===== src/rtl/multicycle_control.sv =====
// Multicycle MIPS control FSM: fetch/decode/execute/memory/writeback sequencing with a
// ready/valid memory stall and optional wait limit. Define MULTICYCLE_CONTROL_TRAP_EN to trap on unsupported instructions.
module multicycle_control #(
  parameter int ALU_OP_W   = 3,
  parameter int WAIT_LIMIT = 0
) (
  input  logic                clk,
  input  logic                rst_n,
  input  logic [5:0]          opcode,
  input  logic [5:0]          funct,
  input  logic                zero,
  input  logic                mem_ready,
  output logic                mem_read,
  output logic                mem_write,
  output logic                i_or_d,
  output logic                ir_write,
  output logic                pc_en,
  output logic [1:0]          pc_src,
  output logic                alu_src_a,
  output logic [1:0]          alu_src_b,
  output logic [ALU_OP_W-1:0] alu_op,
  output logic                alu_shift,
  output logic                reg_dst,
  output logic                mem_to_reg,
  output logic                reg_write,
  output logic                instr_done,
  output logic                mem_timeout,
`ifdef MULTICYCLE_CONTROL_TRAP_EN
  output logic                illegal,
`endif
  output logic [3:0]          state
);

  typedef enum logic [3:0] {
    S_FETCH  = 4'd0,
    S_DECODE = 4'd1,
    S_MEMADR = 4'd2,
    S_MEMRD  = 4'd3,
    S_MEMWB  = 4'd4,
    S_MEMWR  = 4'd5,
    S_RTYPE  = 4'd6,
    S_ALUWB  = 4'd7,
    S_ADDIEX = 4'd8,
    S_ADDIWB = 4'd9,
    S_BRANCH = 4'd10,
    S_JUMP   = 4'd11,
    S_TRAP   = 4'd12
  } state_t;

  localparam int          CNT_W  = (WAIT_LIMIT == 0) ? 1 : $clog2(WAIT_LIMIT + 1);
  localparam logic [2:0]  OP_AND = 3'b000;
  localparam logic [2:0]  OP_OR  = 3'b001;
  localparam logic [2:0]  OP_ADD = 3'b010;
  localparam logic [2:0]  OP_SLL = 3'b100;
  localparam logic [2:0]  OP_SUB = 3'b110;
  localparam logic [2:0]  OP_SLT = 3'b111;

  state_t           r_state;
  state_t           w_next_state;
  logic [CNT_W-1:0] r_wait_cnt;
  logic             w_wait_state;
  logic             w_timeout;
  logic             w_supported;

  function automatic logic is_supported(input logic [5:0] op, input logic [5:0] fn);
    logic ok;
    case (op)
      6'h23, 6'h2b, 6'h08, 6'h04, 6'h02: ok = 1'b1;
      6'h00: begin
        case (fn)
          6'h00, 6'h20, 6'h22, 6'h24, 6'h25, 6'h2a: ok = 1'b1;
          default: ok = 1'b0;
        endcase
      end
      default: ok = 1'b0;
    endcase
    return ok;
  endfunction

  function automatic logic [2:0] funct_alu_op(input logic [5:0] fn);
    logic [2:0] code;
    case (fn)
      6'h00:   code = OP_SLL;
      6'h20:   code = OP_ADD;
      6'h22:   code = OP_SUB;
      6'h24:   code = OP_AND;
      6'h25:   code = OP_OR;
      6'h2a:   code = OP_SLT;
      default: code = OP_ADD;
    endcase
    return code;
  endfunction

  assign w_supported  = is_supported(opcode, funct);
  assign w_wait_state = (r_state == S_FETCH) || (r_state == S_MEMRD) || (r_state == S_MEMWR);
  // Completion wins over expiry: timeout only fires when mem_ready is low at the limit.
  assign w_timeout    = (WAIT_LIMIT != 0) && w_wait_state && !mem_ready &&
                        (r_wait_cnt == CNT_W'(WAIT_LIMIT));
  assign state        = r_state;

  // State register
  always_ff @(posedge clk or negedge rst_n) begin
    if (!rst_n) begin
      r_state <= S_FETCH;
    end else begin
      r_state <= w_next_state;
    end
  end

  // Memory wait counter: counts stalled cycles, saturates, clears on exit or expiry
  always_ff @(posedge clk or negedge rst_n) begin
    if (!rst_n) begin
      r_wait_cnt <= '0;
    end else if (w_wait_state && !mem_ready && !w_timeout) begin
      if (r_wait_cnt != {CNT_W{1'b1}}) begin
        r_wait_cnt <= r_wait_cnt + CNT_W'(1);
      end else begin
        r_wait_cnt <= r_wait_cnt;
      end
    end else begin
      r_wait_cnt <= '0;
    end
  end

  // Next-state and output decode; while rst_n is low only mem_read is driven
  always_comb begin
    w_next_state = S_FETCH;
    mem_read     = 1'b0;
    mem_write    = 1'b0;
    i_or_d       = 1'b0;
    ir_write     = 1'b0;
    pc_en        = 1'b0;
    pc_src       = 2'd0;
    alu_src_a    = 1'b0;
    alu_src_b    = 2'd0;
    alu_op       = '0;
    alu_shift    = 1'b0;
    reg_dst      = 1'b0;
    mem_to_reg   = 1'b0;
    reg_write    = 1'b0;
    instr_done   = 1'b0;
    mem_timeout  = 1'b0;
`ifdef MULTICYCLE_CONTROL_TRAP_EN
    illegal      = 1'b0;
`endif
    if (rst_n) begin
      mem_timeout = w_timeout;
      case (r_state)
        S_FETCH: begin
          mem_read     = 1'b1;
          alu_src_b    = 2'd1;
          alu_op       = ALU_OP_W'(OP_ADD);
          ir_write     = mem_ready;
          pc_en        = mem_ready;
          w_next_state = mem_ready ? S_DECODE : S_FETCH;
        end
        S_DECODE: begin
          alu_src_b = 2'd3;
          alu_op    = ALU_OP_W'(OP_ADD);
          if (!w_supported) begin
`ifdef MULTICYCLE_CONTROL_TRAP_EN
            w_next_state = S_TRAP;
`else
            instr_done   = 1'b1;
            w_next_state = S_FETCH;
`endif
          end else begin
            case (opcode)
              6'h23, 6'h2b: w_next_state = S_MEMADR;
              6'h00:        w_next_state = S_RTYPE;
              6'h08:        w_next_state = S_ADDIEX;
              6'h04:        w_next_state = S_BRANCH;
              6'h02:        w_next_state = S_JUMP;
              default:      w_next_state = S_FETCH;
            endcase
          end
        end
        S_MEMADR: begin
          alu_src_a    = 1'b1;
          alu_src_b    = 2'd2;
          alu_op       = ALU_OP_W'(OP_ADD);
          w_next_state = (opcode == 6'h23) ? S_MEMRD : S_MEMWR;
        end
        S_MEMRD: begin
          mem_read     = 1'b1;
          i_or_d       = 1'b1;
          w_next_state = (mem_ready || w_timeout) ? (mem_ready ? S_MEMWB : S_FETCH) : S_MEMRD;
        end
        S_MEMWB: begin
          reg_write    = 1'b1;
          mem_to_reg   = 1'b1;
          instr_done   = 1'b1;
          w_next_state = S_FETCH;
        end
        S_MEMWR: begin
          mem_write    = 1'b1;
          i_or_d       = 1'b1;
          instr_done   = mem_ready;
          w_next_state = (mem_ready || w_timeout) ? S_FETCH : S_MEMWR;
        end
        S_RTYPE: begin
          alu_src_a    = 1'b1;
          alu_op       = ALU_OP_W'(funct_alu_op(funct));
          alu_shift    = (funct == 6'h00);
          w_next_state = S_ALUWB;
        end
        S_ALUWB: begin
          reg_write    = 1'b1;
          reg_dst      = 1'b1;
          instr_done   = 1'b1;
          w_next_state = S_FETCH;
        end
        S_ADDIEX: begin
          alu_src_a    = 1'b1;
          alu_src_b    = 2'd2;
          alu_op       = ALU_OP_W'(OP_ADD);
          w_next_state = S_ADDIWB;
        end
        S_ADDIWB: begin
          reg_write    = 1'b1;
          instr_done   = 1'b1;
          w_next_state = S_FETCH;
        end
        S_BRANCH: begin
          alu_src_a    = 1'b1;
          alu_op       = ALU_OP_W'(OP_SUB);
          pc_src       = 2'd1;
          pc_en        = zero;
          instr_done   = 1'b1;
          w_next_state = S_FETCH;
        end
        S_JUMP: begin
          pc_src       = 2'd2;
          pc_en        = 1'b1;
          instr_done   = 1'b1;
          w_next_state = S_FETCH;
        end
`ifdef MULTICYCLE_CONTROL_TRAP_EN
        S_TRAP: begin
          illegal      = 1'b1;
          w_next_state = S_TRAP;
        end
`endif
        default: begin
          w_next_state = S_FETCH;
        end
      endcase
    end else begin
      mem_read = 1'b1;
    end
  end

endmodule


===== config.mk =====
export PLATFORM = sky130hd
export DESIGN_NAME = multicycle_control
export DESIGN_NICKNAME = d
export VERILOG_FILES = /design/src/rtl/multicycle_control.sv
export SDC_FILE = /design/constraint.sdc
export NUM_CORES = 1
export LEC_CHECK = 0
export BUFFER_PORTS_ARGS = -buffer_cell sky130_fd_sc_hd__buf_4
export CELL_PAD_IN_SITES_DETAIL_PLACEMENT = 0
export CELL_PAD_IN_SITES_GLOBAL_PLACEMENT = 1
export CORE_ASPECT_RATIO = 0.8
export CORE_UTILIZATION = 33
export DETAILED_ROUTE_END_ITERATION = 12
export PLACE_DENSITY = 0.95
export SYNTH_ARGS = -nofsm -noshare
export SYNTH_HDL_FRONTEND = slang
export SYNTH_SLANG_ARGS = --single-unit

===== constraint.sdc =====
create_clock -name clk -period 2.7 [get_ports clk]
set_input_delay 0.27 -clock clk [delete_from_list [all_inputs] [get_ports clk]]
set_output_delay 0.27 -clock clk [all_outputs]
set_load 0.02 [all_outputs]

-- After elaboration in Yosys (flattened, before gate mapping)
Cells that the tools add are included.
- equality and inequality tests: 21
- mux-type cells: 40
- reduce and logical (&&, ||, !) cells: 13
- operators with widths (operator ; count):
    == test 6 bit, second input constant ; 7
    case mux 4 bit (7 select lines) ; 1
    2-to-1 mux 1 bit ; 23
    case mux 4 bit (5 select lines) ; 1
    == test 4 x 3 -> 1 bit, second input constant ; 4
    == test 4 bit, second input constant ; 4
    case mux 3 bit (5 select lines) ; 1
    logical NOT 6 bit ; 2
    2-to-1 mux 3 bit ; 4
    OR reduction 5 bit ; 2
    case mux 3 bit (3 select lines) ; 1
    == test 4 x 2 -> 1 bit, second input constant ; 2
    2-to-1 mux 4 bit ; 2
    OR reduction 2 bit ; 4
    OR reduction 4 bit ; 2
    == test 6 x 2 -> 1 bit, second input constant ; 1
    == test 6 x 3 -> 1 bit, second input constant ; 1
    == test 6 x 4 -> 1 bit, second input constant ; 1
    case mux 1 bit (3 select lines) ; 2
    case mux 2 bit (3 select lines) ; 1
    OR reduction 6 bit ; 1
    == test 4 x 1 -> 1 bit, second input constant ; 1
    logical NOT 4 bit ; 1
    2-to-1 mux 2 bit ; 2
    other kinds (3) ; 3
- bits in registers: 4
- bits of input ports: 16
- output and inout bits: 23
- word-level logic and storage cells: 75

-- Depth between registers and ports, before layout
- depth in word-level cells: 7
- mapped depth: 6
- gate-level depth less buffers: 5

-- Worst setup path after synthesis
Ideal clock, no wire load.
- path type: register to output
- from: reg r_state[2], in the netlist state[2]
- to: out ir_write
- data arrival time: 1.686 ns
- data required time: 2.430 ns
- setup slack: 0.744 ns
- cell stages (with the launch flop): 5
- path buffers: 1
- cells stage by stage: dfrtp_1 > buf_2 > nand2b_1 > nor3_1 > and3b_1
- longest elaborated chain between the ends: 3
- RTL lines (element ; RTL line ; source):
    start: declaration ; 58 ; state_t r_state;
    start signal: assignment ; 106 ; r_state <= w_next_state;
    logical NOT 4 bit ; 148 ; case (r_state)
    2-to-1 mux 1 bit ; 148 ;
    2-to-1 mux 1 bit ; 146 ; if (rst_n) begin
    end: declaration ; 16 ; output logic ir_write,
Every way passes these cells.

-- Final worst setup path
- from: reg r_state[3], in the netlist state[3]
- to: out alu_op[2]
- longest elaborated chain between the ends: 4
- elaborated cells between the ends (all ways): 9
- those cells by class: eq/ne (5); mux (2); reduce/logical (2)
- RTL lines (element ; RTL line ; source):
    == test 4 x 1 -> 1 bit, or another cell as far along ; 148 ;
    OR reduction 4 bit (no source line) ; - ;
    case mux 3 bit (3 select lines) * ; 148 ;
    2-to-1 mux 3 bit * ; 146 ;
    end: declaration ; 21 ; output logic [ALU_OP_W-1:0] alu_op,
Every way passes the cells marked *; elsewhere a longest branch is shown, timed or not.

==> qor.log <==
qor: synthesis.synth.ff_latch_count 4
qor: synthesis.synthFlopType dfrtp_1
qor: sta.report.final.hold_viol_count 0
qor: clock_tree.ctsLongestPathBuffers 2
qor: global_route.grt_start_max_net_pins 17
qor: route.avgRoutedWirePerCell 13.20 µm
qor: synthesis.yosysWarningCount 0
qor: worst_setup_path.worstPathCellList inv_1 > nand3_1 > nor3_1 > nand2_1 > o22ai_1 > buf_4
qor: sta.min_period 2.164 ns
qor: global_route.all_layer_global_routing_usage 17.98%
qor: power_and_ir_drop.ir_drop 0.1979 mV
qor: clock_tree.cts-buffers-inserted 3
qor: route.drt_iter0_markers 38
qor: synthesis.post_synth_xor_area_fraction 4.236%
qor: worst_setup_path.cpLargestDelayFamily flip-flops
qor: clock_tree.worstSkewPairLatency 0.24 ns
qor: clock_tree.cts_hold_buf 1
qor: clock_tree.clk_root_buffer_cell clkbuf_4
qor: route.drt_drc_violations_left 2
qor: synthesis.muxShareOfSynthArea 0%
qor: synthesis.synth.yosys.seq_area_share 12.10%
qor: finish.final_util 49.94%
qor: worst_setup_path.slowest_delay 0.54 ns
qor: clock_tree.clock_sinks 4
qor: synthesis.synthAdderAreaFrac 0%
qor: sta.fmax 0.4622 GHz
qor: power_and_ir_drop.cellPowerDensity 221.1 nW/µm²
qor: route.drtPass1Iterations 10
qor: worst_setup_path.critical_path_at 1.89 ns
qor: synthesis.synth_compound_area_share 33.28%
qor: synthesis.synth-simple-area-share 41.00%
qor: clock_tree.post_cts_resized 0
qor: finish.finalNetCount 174
qor: placement.place.detailed.hpwl 1.768 mm
qor: worst_setup_path.r2r.worst_path.cells 5
qor: route.wirelength 2.390 mm
qor: clock_tree.cts.htree.levels 1
qor: global_route.grt_pass1_wl 3.760 mm
qor: floorplanning.rows 15
qor: hold_path.timing.hold.worst.class in2async
qor: synthesis.ys_async_sr_fraction 100.0%
qor: floorplanning.num_io_pins 39
qor: sta.period_share 80.14%
qor: synthesis.synth_top_family_by_area simple AND/OR/NAND/NOR gates
qor: synthesis.syn-instance-count 124
qor: worst_setup_path.critPathSlowestCell dfrtp_1
qor: run_status.run_status finished with violations
qor: worst_setup_path.crit_path_max_fanout 16
qor: synthesis.synth.lib_cells_used.distinct 46
qor: global_route.via_count_of_the_first_global_routing_pass 844
qor: global_route.global_route.overflow_total 0
qor: route.detail_route.vias_per_cell 5.812
qor: sta.finalClockSkew 0.0005823 ns
qor: finish.drive_above_1_share 31.41%
qor: sta.final_count_of_pins_violating_max_slew 0
qor: worst_setup_path.worst-setup-path-type reg2out
qor: finish.final_common_cell buf_4
qor: finish.largest_reg_flops 4
qor: route.final_antenna_net_count 0
qor: run_status.failed_checks DRC
qor: finish.most-common-layout-cells buf_4 (40), nor2_1 (15), a21oi_1 (11)
qor: sta.grt_setup_unrepaired no
qor: placement.port-buffer-count 37
qor: clock_tree.worst_setup_hold_path_clk_slew 0.04 ns
qor: power_and_ir_drop.p_leak 0.4914 nW
qor: sta.setup_tns 0 ns
qor: floorplanning.initial_core_utilization 36.72%
qor: finish.antenna_cells 0
qor: worst_setup_path.worst_path_bufs_invs 2
qor: synthesis.synth.cell_area 827.0 µm²
qor: worst_setup_path.cp-start-kind flip-flop
qor: job.drv_cap 0
qor: worst_setup_path.worst_setup_path_end_kind output port
qor: clock_tree.cts.repair_timing.setup_buffer_count 0
qor: worst_setup_path.worst-endpoint-required 2.43 ns
qor: finish.synthToLayoutAreaGrowth 36.01%
qor: route.route.vias.total 1052
qor: placement.routability_driven_placement_congestion_ratio 0.8424
qor: floorplanning.die_area 2712 µm²
qor: floorplanning.core 2252 µm²
qor: worst_setup_path.critical_path_cell_count 6
qor: synthesis.synth.avg_cell_area 6.670 µm²
qor: floorplanning.dieWidth 57.97 µm
qor: sta.setup_viol 0
qor: global_route.antenna_found_initial 0
qor: synthesis.synth_enable_flop_cells 0
qor: worst_setup_path.r2r_start state[0]$_DFF_PN0_
qor: finish.fill_cell_instance_count_of_the_final_layout 242
qor: clock_tree.clock_tree_from_tritoncts built
qor: worst_setup_path.worstSetupStartpoint state[3]$_DFF_PN0_
qor: synthesis.postSynthNetCount 140
qor: floorplanning.chipHeight 46.78 µm
report_power, final:
part | internal, mW | switching [mW] | leakage [nW]
clock network | 0.0501 | 0.0303 | 0.0138
registers | 0.0614 | 0.00444 | 0.0551
logic | 0.0457 | 0.0567 | 0.423
total | 0.157 | 0.0915 | 0.491
routing by layer:
metal  track usage [%]  up-vias  wire (µm)
met5                 0        -          0
met2             30.57       36       1119
met3             1.928        4        131
met4             7.143        0         29
met1             24.04      487       1109
li1                  -      525          -
final timing paths:
path                                       to  slack, ns
max in group asynchronous  state[1]$_DFF_PN0_       2.15
min in group clk           state[3]$_DFF_PN0_       0.43
hold reg to reg            state[3]$_DFF_PN0_       0.87
hold / removal             state[3]$_DFF_PN0_       0.40
setup reg to reg           state[0]$_DFF_PN0_       1.11
setup / recovery                    alu_op[2]       0.54
synthesized netlist by cell type, types with 2 or more instances:
master    instances  area share (%)
nor2_1           15             6.8
a21oi_1          11             6.7
nor3_1            9             5.4
nand2_1           7             3.2
o21ai_0           6             3.6
buf_2             5             3.0
nand2b_1          5             3.8
nand3_1           5             3.0
and3_1            4             3.0
clkbuf_1          4             1.8
dfrtp_1           4              12
o211ai_1          3             2.7
xor2_1            3             3.2
a21o_1            2             1.8
a31oi_1           2             1.5
and3b_1           2             2.1
buf_4             2             1.8
inv_1             2            0.91
nor2b_1           2             1.5
nor3b_1           2             1.8
o21ai_1           2             1.2
o22ai_1           2             1.5
o31ai_1           2             1.8
cell families after synthesis:
kind of cell           Yosys count
buffers and inverters           14
AO/OA/AOI/OAI                   41
AND/OR/NAND/NOR                 60
other                            1
XOR/XNOR                         4
flip-flops                       4
layout make-up:
type / instances / area [µm²] / share of cell area (%)
inverter: 2 / 7.507 / 0.6674
timing repair buffer: 41 / 310.3 / 27.59
sequential: 4 / 100.1 / 8.899
multi-input combinational: 106 / 653.1 / 58.06
clock buffer: 3 / 22.52 / 2.002
tap: 25 / 31.28 / 2.781
metrics by stage:
stage	cell area [µm²]	power (mW)	hold slack, ns	cells	worst slack (ns)
after floorplan	827.0	0.1240	-0.02559	124	0.7440
after CTS	1125	0.2504	0.3934	181	0.5305
after detailed placement	1092	0.1673	0.1119	177	0.7970
after global placement	1092	0.1657	0.1105	177	0.8974
after global routing	1125	0.2614	0.4257	181	0.3449
final	1125	0.2487	0.3994	181	0.5362
worst reg2reg max path: stages, from the launching register on:
cell and delay (ns):
dfrtp_1 0.57, nor2b_1 0.40, nand2b_1 0.12, nor3_1 0.15, a31oi_1 0.06, a21oi_1 0.20
No activity file was read; power rests on OpenSTA's default activity.
